==> config.mk <==
export PLATFORM = sky130hd
export DESIGN_NAME = mem_arbiter
export DESIGN_NICKNAME = d
export VERILOG_FILES = /design/src/rtl/mem_arbiter.sv
export SDC_FILE = /design/constraint.sdc
export NUM_CORES = 1
export LEC_CHECK = 0
export ABC_AREA = 1
export CAP_MARGIN = 20
export CORE_AREA = 2 2 133 83
export DETAILED_ROUTE_END_ITERATION = 7
export DIE_AREA = 0 0 135 85
export PLACE_DENSITY = 0.85
export SYNTH_ARGS = -nofsm -noshare
export SYNTH_HDL_FRONTEND = slang
export SYNTH_SLANG_ARGS = --single-unit
==> constraint.sdc <==
create_clock -name i_clk -period 3.75 [get_ports i_clk]
set_input_delay 0.5625 -clock i_clk [delete_from_list [all_inputs] [get_ports i_clk]]
set_output_delay 0.5625 -clock i_clk [all_outputs]
set_load 0.01 [all_outputs]
==> src/rtl/mem_arbiter.sv <==
// Purpose : shares one single-ported, variable-latency memory between instruction fetch and data ports.
// Latency : request accepted in cycle N, memory responds in N+L, o_X_valid pulses in N+L+1 (next grant possible in N+L+1).
// Backpres: one transaction outstanding; o_X_ready only in IDLE with i_mem_ready; data has priority, fetch forced after a data streak.
//
// Ports:
//   i_clk, i_rst_n                     clock, async active-low reset
//   i_imem_* / o_imem_*                fetch port: req/addr in, ready/valid/rdata out
//   i_dmem_* / o_dmem_*                data port: req/addr/wen/wdata/mask in, ready/valid/rdata out
//   o_mem_* / i_mem_*                  unified memory: req/addr/wen/wdata/mask out, ready/rvalid/rdata in
//   o_spurious                         sticky: a memory response arrived with nothing outstanding
module mem_arbiter #(
    parameter int unsigned DATA_STREAK_MAX = 4
) (
    input  logic        i_clk,
    input  logic        i_rst_n,

    input  logic        i_imem_req,
    input  logic [31:0] i_imem_addr,
    output logic        o_imem_ready,
    output logic        o_imem_valid,
    output logic [31:0] o_imem_rdata,

    input  logic        i_dmem_req,
    input  logic [31:0] i_dmem_addr,
    input  logic        i_dmem_wen,
    input  logic [31:0] i_dmem_wdata,
    input  logic [3:0]  i_dmem_mask,
    output logic        o_dmem_ready,
    output logic        o_dmem_valid,
    output logic [31:0] o_dmem_rdata,

    output logic        o_mem_req,
    output logic [31:0] o_mem_addr,
    output logic        o_mem_wen,
    output logic [31:0] o_mem_wdata,
    output logic [3:0]  o_mem_mask,
    input  logic        i_mem_ready,
    input  logic        i_mem_rvalid,
    input  logic [31:0] i_mem_rdata,

    output logic        o_spurious
);

    localparam logic [3:0] STREAK_MAX = 4'(DATA_STREAK_MAX);

    typedef enum logic [1:0] {
        IDLE   = 2'd0,
        WAIT_I = 2'd1,
        WAIT_D = 2'd2
    } state_t;

    state_t     state;
    state_t     state_nxt;
    logic [3:0] streak;
    logic [3:0] streak_nxt;
    logic       pend_wen;
    logic       streak_full;
    logic       grant_i;
    logic       grant_d;

    // The byte offset is dropped on purpose; alignment faults are the hart's business.
    logic       unused_addr_lsbs;
    assign unused_addr_lsbs = ^{i_imem_addr[1:0], i_dmem_addr[1:0]};

    // Data wins unless fetch has been passed over DATA_STREAK_MAX times in a row;
    // a lone data request wins even when the streak is full.
    always_comb begin
        streak_full = (streak == STREAK_MAX);
        grant_d     = i_dmem_req && (!streak_full || !i_imem_req);
        grant_i     = i_imem_req && !grant_d;
    end

    always_comb begin
        state_nxt    = state;
        streak_nxt   = streak;
        o_mem_req    = 1'b0;
        o_mem_addr   = 32'd0;
        o_mem_wen    = 1'b0;
        o_mem_wdata  = 32'd0;
        o_mem_mask   = 4'd0;
        o_imem_ready = 1'b0;
        o_dmem_ready = 1'b0;

        case (state)
            IDLE: begin
                o_mem_req = i_imem_req | i_dmem_req;
                if (grant_d) begin
                    o_mem_addr  = {i_dmem_addr[31:2], 2'b00};
                    o_mem_wen   = i_dmem_wen;
                    o_mem_wdata = i_dmem_wdata;
                    o_mem_mask  = i_dmem_mask;
                end else if (grant_i) begin
                    o_mem_addr  = {i_imem_addr[31:2], 2'b00};
                    o_mem_mask  = 4'b1111;
                end
                o_imem_ready = grant_i & i_mem_ready;
                o_dmem_ready = grant_d & i_mem_ready;

                if (o_imem_ready) begin
                    state_nxt = WAIT_I;
                end else if (o_dmem_ready) begin
                    state_nxt = WAIT_D;
                end

                // Streak only measures how long a waiting fetch has been passed over.
                if (!i_imem_req || o_imem_ready) begin
                    streak_nxt = 4'd0;
                end else if (o_dmem_ready && !streak_full) begin
                    streak_nxt = streak + 4'd1;
                end
            end
            WAIT_I, WAIT_D: begin
                if (i_mem_rvalid) begin
                    state_nxt = IDLE;
                end
            end
            default: begin
                state_nxt = IDLE;
            end
        endcase
    end

    always_ff @(posedge i_clk or negedge i_rst_n) begin
        if (!i_rst_n) begin
            state        <= IDLE;
            streak       <= 4'd0;
            pend_wen     <= 1'b0;
            o_imem_valid <= 1'b0;
            o_dmem_valid <= 1'b0;
            o_imem_rdata <= 32'd0;
            o_dmem_rdata <= 32'd0;
            o_spurious   <= 1'b0;
        end else begin
            state        <= state_nxt;
            streak       <= streak_nxt;
            o_imem_valid <= (state == WAIT_I) && i_mem_rvalid;
            o_dmem_valid <= (state == WAIT_D) && i_mem_rvalid;

            if (o_dmem_ready) begin
                pend_wen <= i_dmem_wen;
            end
            if ((state == WAIT_I) && i_mem_rvalid) begin
                o_imem_rdata <= i_mem_rdata;
            end
            // A store acknowledge carries no data; whatever memory drives is discarded.
            if ((state == WAIT_D) && i_mem_rvalid) begin
                o_dmem_rdata <= pend_wen ? 32'd0 : i_mem_rdata;
            end
            // Includes a response landing in the acceptance cycle, or one orphaned by reset.
            if ((state == IDLE) && i_mem_rvalid) begin
                o_spurious <= 1'b1;
            end
        end
    end

endmodule

Word-level counts from Yosys, hierarchy flattened
Index checks and enable logic that the tools add are counted.
- logic and storage cells: 53
- register bits after elaboration: 74
- input bits: 139
- add/subtract/negate cells: 1
- bitwise operators: 3
- muxes and demuxes: 20
- eq/ne operators: 5
- reductions and logical operators: 16
- operator list (operator ; count):
    $mux W32 ; 6
    $mux W4 ; 5
    $logic_and A1 B1 Y1 ; 6
    $mux W2 ; 3
    $mux W1 ; 5
    $add A4 B1 Y4 const B ; 1
    $eq A4 B3 Y1 const B ; 1
    $pmux W2 S2 ; 1
    $reduce_and A2 Y1 ; 2
    $logic_not A1 Y1 ; 3
    $ne A3 B3 Y1 const B ; 1
    $and A1 B1 Y1 ; 2
    $eq A2 B1 Y1 const B ; 1
    $eq A2 B2 Y1 const B ; 1
    $logic_not A2 Y1 ; 1
    $logic_or A1 B1 Y1 ; 2
    $ne A2 B2 Y1 const B ; 1
    $reduce_bool A2 Y1 ; 1
    $reduce_or A2 Y1 ; 1
    $or A1 B1 Y1 ; 1

Logic depth before layout (Yosys ltp)
- depth after elaboration: 10
- mapped depth: 10
- mapped depth without buffers: 10

Least setup slack after synthesis
Ideal clock, no wire load.
- path kind: reg-to-output
- start point: reg state[0]
- end point: out o_mem_wdata[10]
- path slack: 1.783 ns
- arrival: 1.405 ns
- cell stages (with the launch flop): 8
- buffers on the path: 1
- path through: dfrtp_1 -> inv_1 -> ha_1 -> inv_2 -> nor2_4 -> inv_2 -> buf_2 -> nor2_1
- longest elaborated chain between the ends: 2
- RTL lines (element ; RTL line ; text):
    from (decl) ; 52 ; state_t state;
    from (signal assigned) ; 134 ; state <= state_nxt;
    $logic_not A2 Y1 ; 84 ; case (state)
    $mux W32 ; 84 ;
    to (decl) ; 35 ; output logic [31:0] o_mem_wdata,
No other way between the ends.

Worst setup path after layout
- start point: in i_imem_req
- end point: out o_mem_addr[30]
- longest elaborated chain between the ends: 8
- RTL lines (element ; RTL line ; text):
    from (decl) ; 17 ; input logic i_imem_req,
    $logic_not A1 Y1 ; 69 ; grant_d = i_dmem_req && (!streak_full || !i_imem_req);
    $logic_or A1 B1 Y1 ; 69 ;
    $logic_and A1 B1 Y1 ; 69 ;
    $logic_not A1 Y1 ; 70 ; grant_i = i_imem_req && !grant_d;
    $logic_and A1 B1 Y1 ; 70 ;
    $mux W32 ; 92 ; end else if (grant_i) begin
    $mux W32 * ; 87 ; if (grant_d) begin
    $mux W32 * ; 84 ;
    to (decl) ; 33 ; output logic [31:0] o_mem_addr,
Every way passes the cells marked *; elsewhere a longest branch is shown, timed or not.

==> impl_metrics.yaml <==
timing:
  finClkSkew_ps: 8.66
  fin_tns_setup_ps: 0
  rsz0062_at_grt: "false"
  max_freq_ghz: 0.297
  slew_headroom_pct: 36.6
  period_needed_ps: 3370
  final.period_utilization_pct: 89.8
  finalSetupViolations: 0
  final_hold_viol_count: 0
  slew_violations: 0
  worstMarginPinSlew_ps: 949
setup_path:
  critPathLaunchType: "input port"
  cp_max_fo: 30
  r2r_cells: 6
  cp_data_required_time_ps: 3190
  arrival_ps: 2810
  end_kind: "output port"
  critPathKind: "in -> out"
detailed_routing:
  vias: 4197
  avgViaCountPerCell: 4.56
  drc: 0
  final_antenna_net_count: 0
  drt-total-wl_um: 14000
  drt_iter0_drc: 224
  drt_first_pass_iters: 5
  routedWlPerCell_um: 15.2
cts:
  clk_latency_ps: 320
  ctsResizeCount: 0
  cts-htree-levels: 3
  clkTransAtPathRegs_ps: 60
  cts_buffer_depth: 2
  cts-buffers-inserted: 9
  clock_sinks: 74
  post-cts-setup-buffers: 0
  holdBufCountCts: 0
  cts_root_buf: "clkbuf_16"
  cts_tree: "done"
floorplanning:
  rows: 29
  num_io_pins: 278
  fp.dieH_um: 85
  die_w_um: 135
  die_area_sq_mm: 0.0115
  core_sq_mm: 0.0103
  start_util_pct: 36.1
run_status:
  status: "finished clean"
finish:
  antenna_cells: 0
  drive_above_1_share_pct: 3.71
  ff_latch_area_sq_mm: 0.00185
  area_growth_pct: 83.2
  layout.nets: 921
  fillerInstances: 807
  multi_input_area_sq_mm: 0.00151
synthesis:
  synth_commonest_cells: "247 x nand2_1, 74 x dfrtp_1, 58 x inv_1"
  synthArstFlopShare_pct: 100
  yosys.area.top_type: "dfrtp_1"
  synthTopCellsByArea: "dfrtp_1 50%, nand2_1 25%, inv_1 5.9%"
  synth.most_common_cell: "nand2_1"
  yosys_warnings: 0
  synth_edf_count: 0
  ys.flop_type: "dfrtp_1"
  yosysSeqAreaShare_pct: 49.8
  syn_inst: 517
  synth_area_sq_mm: 0.00372
  yosysUniqueCellTypes: 22
  ys_ff_latch: 74
  synth_top_cell_area_share_pct: 49.8
  syn_avg_cell_area_sq_um: 7.19
power:
  p_leak_nw: 3.34
  ir_drop_uv: 350
  p_total_mw: 4.60
  power_per_cell_area_mw_per_mm2: 676
place:
  port_buffers: 271
  dp_hpwl_um: 10900
  place_congestion: 0.874
grt:
  grt_pass1_wl_um: 21500
  grt_pass1_vias: 4202
  antenna_found_initial: 0
  groute.usage.overall_pct: 24.3
  overflow: 0
  grt_max_degree: 75
hold_path:
  hp-class: "in -> async"
flow_run:
  maxCapViolations: 0
## final timing paths
check                           start          endpoint  slack (ps)
max                        i_imem_req    o_mem_addr[30]         380
min                           i_rst_n   o_imem_rdata[2]         390
max in group asynchronous     i_rst_n  o_dmem_rdata[12]        2770
min in group i_clk         o_spurious        o_spurious         460
min reg2reg                o_spurious        o_spurious         460
max reg2reg                  state[0]  o_imem_rdata[28]        1750
## power breakdown
part	switching [mW]	leakage (nW)	internal, mW
Combinational	1.15	2.26	1.24
Sequential	0.220	0.941	1.16
Clock	0.320	0.143	0.516
## area by class of cell
| cell class | count | share of cell area (%) |
|---|---|---|
| well taps | 139 | 2.55 |
| clock inverters | 6 | 0.955 |
| inverters | 61 | 3.36 |
| multi-input cells | 356 | 22.2 |
| repair buffers | 275 | 40.4 |
| flip-flops and latches | 74 | 27.2 |
| clock buffers | 10 | 3.36 |
## routing by layer
layer	GRT usage, %	wire length (um)	vias to the layer above
met2	42.1	6780	188
met1	30.0	5830	1929
met3	6.39	1040	14
met4	7.48	318	0
li1	-	-	2066
met5	0	0	-
## sequential cells by signal, indices dropped and copies added (netlist names)
signal,count
o_dmem_rdata,32
o_imem_rdata,32
streak,4
state,2
o_dmem_valid,1
o_imem_valid,1
o_spurious,1
pend_wen,1
## per-stage QoR
step	instances	setup WS, ps	hold slack (ps)	util (%)	area [sq um]
floorplan	518	1780	267	-	3720
global placement	904	514	442	63.1	6500
detailed placement	904	425	447	63.1	6500
CTS	920	414	423	65.9	6790
global route	921	230	471	66.1	6810
finish	921	381	393	66.1	6810
## cell usage in the layout, fill, tap and decap left out
cell	Yosys	routed
xor2_1	1	1
inv_1	58	58
dfrtp_1	74	74
buf_12	0	1
clkdlybuf4s50_1	0	270
a21oi_2	1	1
clkbuf_16	0	9
nand2_2	2	3
clkbuf_1	10	1
o31ai_1	9	9
bufinv_16	0	1
nand2_1	247	246
inv_2	3	3
a21o_1	1	1
a21oi_1	3	3
o21ai_0	35	35
clkinvlp_4	0	1
conb_1	1	2
nor2_1	41	41
nand3_1	6	6
inv_6	0	1
nor2_4	1	1
ha_1	5	5
nand4_1	1	1
clkinv_2	0	2
buf_4	5	4
clkinv_4	0	1
o21ai_4	1	1
## worst max-delay path, cell delays in order
cell,delay (ps)
clkdlybuf4s50_1,600
inv_1,100
a21oi_2,210
nand2_2,130
inv_2,390
nand2_1,100
nand2_1,150
clkdlybuf4s50_1,560
## logic make-up (layout without fill, tap and decap cells)
family | after synthesis | count (layout) | synth area share (%)
other | 1 | 2 | 0.101
AND/OR/NAND/NOR | 298 | 298 | 30.7
flip-flops | 74 | 74 | 49.8
buffers and inverters | 88 | 352 | 9.69
XOR/XNOR | 1 | 1 | 0.236
adder cells (fa/ha/maj) | 5 | 5 | 1.68
AO/OA/AOI/OAI | 50 | 50 | 7.81
(Power assumes the default switching activity.)
